--- src/rtl/sample_byte_packer.sv ---
// Packs 22-bit capture samples into a 3-byte MSB-first stream.
// A small sample FIFO sits in front of a B0/B1/B2 byte sequencer.
module sample_byte_packer #(
    parameter int unsigned DEPTH  = 4,
    parameter logic [1:0]  MARKER = 2'b10,
    parameter int unsigned CNT_W  = 16
) (
    input  logic                     clk,
    input  logic                     reset,
    input  logic [21:0]              sample_in,
    input  logic                     sample_valid,
    output logic                     sample_ready,
    output logic [7:0]               byte_out,
    output logic                     byte_valid,
    input  logic                     byte_ready,
    output logic                     frame_start,
    output logic [$clog2(DEPTH):0]   fifo_level,
    output logic [CNT_W-1:0]         frames_sent
);
    localparam int unsigned AW = $clog2(DEPTH);
    localparam logic [AW:0] FULL = (AW + 1)'(DEPTH);

    typedef enum logic [1:0] {StIdle, StB0, StB1, StB2} state_e;

    state_e          r_state;
    state_e          w_state_d;
    logic [21:0]     r_mem [DEPTH];
    logic [AW-1:0]   r_wr_ptr;
    logic [AW-1:0]   r_rd_ptr;
    logic [AW:0]     r_count;
    logic [15:0]     r_shift;
    logic [7:0]      r_byte;
    logic            r_fs;
    logic [CNT_W-1:0] r_frames;

    logic        w_push;
    logic        w_pop;
    logic        w_empty;
    logic        w_advance;
    logic [21:0] w_head;

    assign sample_ready = (r_count != FULL);
    assign w_empty      = (r_count == '0);
    assign w_push       = sample_valid && sample_ready;
    assign w_advance    = byte_valid && byte_ready;
    assign w_head       = r_mem[r_rd_ptr];

    assign byte_valid  = (r_state != StIdle);
    assign byte_out    = r_byte;
    assign frame_start = r_fs;
    assign fifo_level  = r_count;
    assign frames_sent = r_frames;

    always_ff @(posedge clk or posedge reset) begin
        if (reset) begin
            r_state <= StIdle;
        end else begin
            r_state <= w_state_d;
        end
    end

    // Popping is decided from the registered count only, so a sample pushed
    // this cycle is never bypassed straight into the sequencer.
    always_comb begin
        w_state_d = r_state;
        w_pop     = 1'b0;
        case (r_state)
            StIdle: begin
                if (!w_empty) begin
                    w_pop     = 1'b1;
                    w_state_d = StB0;
                end
            end
            StB0: if (byte_ready) w_state_d = StB1;
            StB1: if (byte_ready) w_state_d = StB2;
            StB2: begin
                if (byte_ready) begin
                    if (!w_empty) begin
                        w_pop     = 1'b1;
                        w_state_d = StB0;
                    end else begin
                        w_state_d = StIdle;
                    end
                end
            end
            default: w_state_d = StIdle;
        endcase
    end

    always_ff @(posedge clk) begin
        if (w_push) begin
            r_mem[r_wr_ptr] <= sample_in;
        end
    end

    always_ff @(posedge clk or posedge reset) begin
        if (reset) begin
            r_wr_ptr <= '0;
            r_rd_ptr <= '0;
            r_count  <= '0;
        end else begin
            if (w_push) r_wr_ptr <= r_wr_ptr + 1'b1;
            if (w_pop)  r_rd_ptr <= r_rd_ptr + 1'b1;
            case ({w_push, w_pop})
                2'b10:   r_count <= r_count + 1'b1;
                2'b01:   r_count <= r_count - 1'b1;
                default: r_count <= r_count;
            endcase
        end
    end

    always_ff @(posedge clk or posedge reset) begin
        if (reset) begin
            r_byte   <= '0;
            r_shift  <= '0;
            r_fs     <= 1'b0;
            r_frames <= '0;
        end else begin
            if ((r_state == StB2) && byte_ready) begin
                r_frames <= r_frames + 1'b1;
            end
            if (w_pop) begin
                r_byte  <= {MARKER, w_head[21:16]};
                r_shift <= w_head[15:0];
                r_fs    <= 1'b1;
            end else if (w_advance) begin
                r_fs <= 1'b0;
                case (r_state)
                    StB0:    r_byte <= r_shift[15:8];
                    StB1:    r_byte <= r_shift[7:0];
                    default: r_byte <= '0;
                endcase
            end
        end
    end

endmodule
--- config.mk ---
export PLATFORM = sky130hd
export DESIGN_NAME = sample_byte_packer
export DESIGN_NICKNAME = d
export VERILOG_FILES = /design/src/rtl/sample_byte_packer.sv
export SDC_FILE = /design/constraint.sdc
export NUM_CORES = 1
export LEC_CHECK = 0
export CORE_ASPECT_RATIO = 1.4
export CORE_UTILIZATION = 55
export CTS_CLUSTER_SIZE = 30
export DETAILED_ROUTE_END_ITERATION = 6
export PLACE_DENSITY = 0.76
export SYNTH_ARGS = -nofsm -noshare
export SYNTH_HDL_FRONTEND = slang
export SYNTH_SLANG_ARGS = --single-unit
--- constraint.sdc ---
create_clock -name clk -period 5.7 [get_ports clk]
set_clock_uncertainty 0.1 [all_clocks]
set_input_delay 1.14 -clock clk [delete_from_list [all_inputs] [get_ports clk]]
set_output_delay 1.14 -clock clk [all_outputs]
set_load 0.1 [all_outputs]
==> results of run 1 <==
==> cell type report <==
class	count	area (um^2)	area share, %
clock buffers	17	425	6.21
flip-flops and latches	138	3890	56.8
well taps	132	165	2.41
inverters	12	45.0	0.657
repair buffers	61	596	8.69
multi-input cells	148	1500	21.9
clock inverters	14	228	3.32
==> state kept, by name (all words and copies together) (netlist names) <==
| register | flops |
|---|---|
| r_wr_ptr | 2 |
| fifo_level | 3 |
| r_shift | 16 |
| frames_sent | 16 |
| r_rd_ptr | 2 |
| frame_start | 1 |
| byte_out | 8 |
| r_state | 2 |
| r_mem | 88 |
==> cell usage in the layout (no fill, tap or decap), types with 2 or more instances in the layout <==
master            n
a22oi_1           8
nand4_1           3
bufinv_16         6
nor3_1            4
xnor2_1          13
a221o_1           6
mux2_2           19
clkinv_2          4
clkdlybuf4s50_1  55
mux4_2           22
clkbuf_16        17
and3_1            4
edfxtp_1         88
o31ai_1           2
o21ai_0           4
nor2_1           14
nand2_1          11
ha_1             11
inv_1            11
nand3_1           7
dfrtp_1          50
nor2b_1           2
buf_4             6
xor2_1            8
clkinvlp_4        2
==> cells in the mapped netlist, types with 3 or more instances <==
master	n	area (um^2)
nor2_1	14	52.6
and3_1	4	25.0
nand4_1	3	18.8
edfxtp_1	88	2640
dfrtp_1	50	1250
a22oi_1	8	60.1
nand2_1	11	41.3
ha_1	11	138
xor2_1	8	70.1
a221o_1	6	60.1
inv_1	12	45.0
clkbuf_1	4	15.0
buf_2	3	15.0
mux4_2	22	495
xnor2_1	13	114
o21ai_0	4	20.0
mux2_2	19	214
nand3_1	7	35.0
nor3_1	4	20.0
==> worst paths after layout <==
kind / from / endpoint / slack, ns / cells after the start
max in group asynchronous: reset / r_shift[1] / 3.66 / 2
setup reg to reg: r_state[0] / fifo_level[2] / 2.89 / 11
hold reg to reg: frames_sent[15] / frames_sent[15] / 0.37 / 1
hold / removal: frames_sent[15] / frames_sent[15] / 0.37 / 1
min in group asynchronous: reset / frames_sent[15] / 1.20 / 2
setup / recovery: r_state[0] / byte_valid / 1.95 / 4
==> power breakdown <==
part	internal [uW]	leakage (uW)	switching [uW]
clock network	812	0.000316	391
logic	566	0.000829	910
registers	1350	0.00143	168
total	2730	0.00258	1470
==> through the flow <==
| stage | setup WS, ns | cells | utilization (%) | hold slack (ns) |
|---|---|---|---|---|
| 2_1_floorplan | 1.87 | 307 | - | 0.381 |
| 5_1_grt | 1.87 | 522 | 71.6 | 0.409 |
| 3_5_place_dp | 1.88 | 491 | 64.8 | 0.371 |
| 3_3_place_gp | 1.99 | 491 | 64.8 | 0.363 |
| 4_1_cts | 1.94 | 522 | 71.6 | 0.378 |
| 6_report | 1.95 | 522 | 71.6 | 0.374 |
==> kinds of logic after synthesis <==
group,synth area share (%)
AO/OA/AOI/OAI,3.65
adder cells (fa/ha/maj),2.87
multiplexers,12.9
AND/OR/NAND/NOR,4.51
XOR/XNOR,3.35
buffers and inverters,1.78
flip-flops,70.9
==> layer usage <==
layer / vias to the layer above / part of all wire, % / wire, um / GRT usage, %
met1: 1502 / 40 / 3960 / 26.3
li1: 1321 / - / - / -
met5: - / 0 / 0 / 0
met4: 0 / 1.3 / 133 / 8.44
met3: 12 / 4.4 / 435 / 6.35
met2: 92 / 55 / 5440 / 37.1
==> worst max-delay path, delay by kind of cell (launching register included) <==
kind | cells | cell delay [ns]
fa+ha+maj | 1 | 0.26
flops | 1 | 0.42
buf+inv | 3 | 1.41
==> impl_metrics.json, run 1 <==
{
  "dpl_cell_area_um2": 6200,
  "synth_edf_count": 88,
  "ys_async_sr_fraction_pct": 36.2,
  "maxSlewHeadroom_pct": 27.0,
  "synth_flop_cell": "edfxtp_1",
  "worst_ep_required_time_ns": 4.46,
  "cp-end-kind": "output port",
  "cap_viol_max_count": 0,
  "cts.repair.resized": 0,
  "clockBufferDepth": 2,
  "drv_slew": 0,
  "antenna_found_initial": 0,
  "worst-path-max-fanout": 5,
  "setup_viol": 0,
  "crit_slowest_cell": "clkdlybuf4s50_1",
  "initial_core_util_pct": 57.4,
  "p_per_area_nw_per_um2": 612,
  "tns_ns": 0,
  "areaGrowthSynthToFinish_pct": 24.8,
  "syn_inst": 307,
  "htreeDepth": 4,
  "yosysUniqueCellTypes": 32,
  "first_global_vias": 3085,
  "max_stage_delay_ns": 1.15,
  "clk_pin_slew_ns": 0.06,
  "cp-start-kind": "flip-flop",
  "crit_top_cell": "inv_1",
  "vias": 2927,
  "worst_pin_slew_ns": 1.09,
  "cp_cell_sequence": "inv_1 -> ha_1 -> inv_1 -> clkdlybuf4s50_1",
  "routedWlPerCell_um": 19.1,
  "routed_wl_um": 9960,
  "leakage_uw": 0.00258,
  "die_y_um": 120,
  "fin_total_pwr_uw": 4200,
  "fmax_mhz": 267,
  "grt_pass1_wl_um": 16300,
  "fin_crit_sh_pct": 65.8,
  "clock_tree.root_cell": "clkbuf_16",
  "netlist_area_um2": 5490,
  "boundaryPins": 56,
  "cts_buffers": 17,
  "ys_seq_elements": 138,
  "synth_fp_nets": 345,
  "hold_viol": 0,
  "holdBufCountCts": 0,
  "min_period_ns": 3.75,
  "syn_avg_cell_area_um2": 17.9,
  "clock_latency_ns": 0.41,
  "drt_first_pass_iters": 6,
  "cts.sinks": 138,
  "vias_per_cell": 5.61,
  "final_cell_area_um2": 6850,
  "coreArea_um2": 9560,
  "track_usage_pct": 21.9,
  "fillers": 625,
  "ys_seq_area_share_pct": 70.9,
  "fp.dieW_um": 86.4,
  "yosys_warnings": 0,
  "drc_errors": 0,
  "finalWeightedCongestion": 0.725,
  "dieArea_um2": 10400,
  "max-vdd-ir-drop_uv": 312,
  "grt_start_max_net_pins": 51,
  "cts_tree": "built",
  "post_cts_buffers": 0,
  "antenna_cells": 0,
  "drive_above_1_share_pct": 21.0,
  "rsz0062_at_grt": "false",
  "critical_path_class": "flip-flop to output port",
  "min-delay-path-class": "flip-flop to flip-flop",
  "worstPathArrival_ns": 2.51,
  "gr-total-overflow": 0,
  "dp_hpwl_um": 6210,
  "num_rows": 42,
  "status": "finished, final reports clean",
  "fin_nets": 416,
  "ant_nets": 0,
  "first_iter_violations": 108,
  "port_buffers": 55
}
No activity file was read; power rests on OpenSTA's default activity.
==> inputs of run 2 (changes only) <==
==> constraint.sdc (replaced) <==
create_clock -name clk -period 3.7 [get_ports clk]
set_clock_uncertainty 0.1 [all_clocks]
set_input_delay 0.74 -clock clk [delete_from_list [all_inputs] [get_ports clk]]
set_output_delay 0.74 -clock clk [all_outputs]
set_load 0.1 [all_outputs]
==> impl_metrics.json, run 2 (same netlist as run 1, synthesis figures left out) <==
{
  "status": "finished, final reports clean",
  "setup_viol": 0,
  "tns_ns": 0,
  "holdBufCountCts": 0,
  "timing.rr.start": "r_state[0]",
  "drv_slew": 0,
  "fillers": 625,
  "cts_buffers": 17,
  "grt_pass1_wl_um": 15900,
  "num_rows": 42,
  "largest-register": "r_mem",
  "dp_hpwl_um": 6000,
  "worst_pin_slew_ns": 1.14,
  "holdPathEnd": "frames_sent[15]",
  "rsz0062_at_grt": "false",
  "whs_path_depth": 1,
  "min_from": "frames_sent[15]",
  "fin_crit_sh_pct": 77.0,
  "first_iter_violations": 188,
  "track_usage_pct": 21.3,
  "finalWeightedCongestion": 0.780,
  "boundaryPins": 56,
  "cts.sinks": 138,
  "routed_wl_um": 9680,
  "largest_reg_flops": 88,
  "fin_total_pwr_uw": 6290,
  "final_cells": 522,
  "crit_slowest_cell": "clkdlybuf4s50_1",
  "min_period_ns": 2.85,
  "grt-busiest-layer": "met2",
  "clock_tree.root_cell": "clkbuf_16",
  "dp.cells": 491,
  "path_buf_inv": 1,
  "post_cts_buffers": 0,
  "grt_util_met1_pct": 24.3,
  "antenna_found_initial": 0,
  "fmax_mhz": 351,
  "clock_latency_ns": 0.41,
  "worst-path-max-fanout": 6,
  "die_y_um": 120,
  "worst_ep_required_time_ns": 2.86,
  "worstPathArrival_ns": 2.01,
  "gr-total-overflow": 0,
  "drt_first_pass_iters": 4,
  "grt_start_max_net_pins": 51,
  "coreArea_um2": 9560,
  "vias_per_cell": 5.59,
  "reg2reg_to": "fifo_level[2]",
  "ant_nets": 0,
  "cp-start-kind": "flip-flop",
  "fp.dieW_um": 86.4,
  "htreeDepth": 4,
  "fin_nets": 416,
  "cts_tree": "built",
  "clockBufferDepth": 2,
  "critical_path_class": "flip-flop to output port",
  "dieArea_um2": 10400,
  "final_cell_mix": "edfxtp_1 (88), clkdlybuf4s50_1 (52), dfrtp_1 (50)",
  "cts.repair.resized": 0,
  "areaGrowthSynthToFinish_pct": 23.8,
  "drive_above_1_share_pct": 22.1,
  "drc_errors": 0,
  "max-vdd-ir-drop_uv": 452,
  "vias": 2918,
  "port_buffers": 55,
  "grt_use_met2_pct": 37.0,
  "cp_cell_sequence": "clkdlybuf4s50_1",
  "hold_viol": 0,
  "cp-end-kind": "output port",
  "cp_top_family": "buffers and inverters",
  "final_core_utilization_pct": 71.0,
  "routedWlPerCell_um": 18.5,
  "final_common_cell": "edfxtp_1",
  "first_global_vias": 3158,
  "clk_pin_slew_ns": 0.06,
  "global_route.usage.met3_pct": 5.67,
  "p_per_area_nw_per_um2": 925,
  "max_stage_delay_ns": 1.17,
  "min-delay-path-class": "flip-flop to flip-flop",
  "ff2ff_setup_slack_ns": 1.27,
  "reg2reg_depth": 10,
  "maxSlewHeadroom_pct": 24.3,
  "cap_viol_max_count": 0,
  "leakage_uw": 0.00253,
  "antenna_cells": 0,
  "initial_core_util_pct": 57.4
}
## run 2: routing by layer
layer	vias up	part of all wire [%]
met1	1493	39
met4	0	2.4
met2	88	55
li1	1318	-
met5	-	0
met3	19	4.4
## run 2: worst max path at each step
stage | from | endpoint | slack (ns) | cells after the start
6_report | frames_sent[5] | frames_sent[5] | 0.85 | 1
5_1_grt | frames_sent[5] | frames_sent[5] | 0.80 | 1
4_1_cts | frames_sent[6] | frames_sent[6] | 0.83 | 1
3_5_place_dp | byte_ready | fifo_level[2] | 0.70 | 9
3_3_place_gp | byte_ready | fifo_level[2] | 0.76 | 9
2_1_floorplan | fifo_level[2] | fifo_level[2] | 0.29 | 9
## run 2: through the flow
stage	hold WS, ns	worst slack (ns)	area, um^2
2_1_floorplan	0.381	0.286	5500
3_3_place_gp	0.363	0.759	6200
3_5_place_dp	0.384	0.696	6200
4_1_cts	0.393	0.826	6800
5_1_grt	0.398	0.800	6800
6_report	0.381	0.849	6800
## run 2: worst reg2reg max path: stages, from the launching register on
cell and delay (ns):
dfrtp_1 0.43, inv_1 0.12, ha_1 0.24, inv_1 0.13, a211oi_4 0.24, ha_1 0.22, inv_1 0.06, fa_1 0.37
xor2_1 0.16, nor2_1 0.12, xor2_1 0.16
## run 2: area by class of cell
type                            instances  area [um^2]  area share [%]
Clock inverter                         14          174            2.56
Tap cell                              132          165            2.43
Sequential cell                       138         3890            57.3
Timing Repair Buffer                   61          588            8.65
Multi-Input combinational cell        148         1500            22.1
Inverter                               12         45.0           0.663
Clock buffer                           17          425            6.26
## run 2: power breakdown
group,total (uW),switching [uW],internal (uW)
Combinational,2250,1380,866
Sequential,2340,268,2080
Clock,1690,636,1060
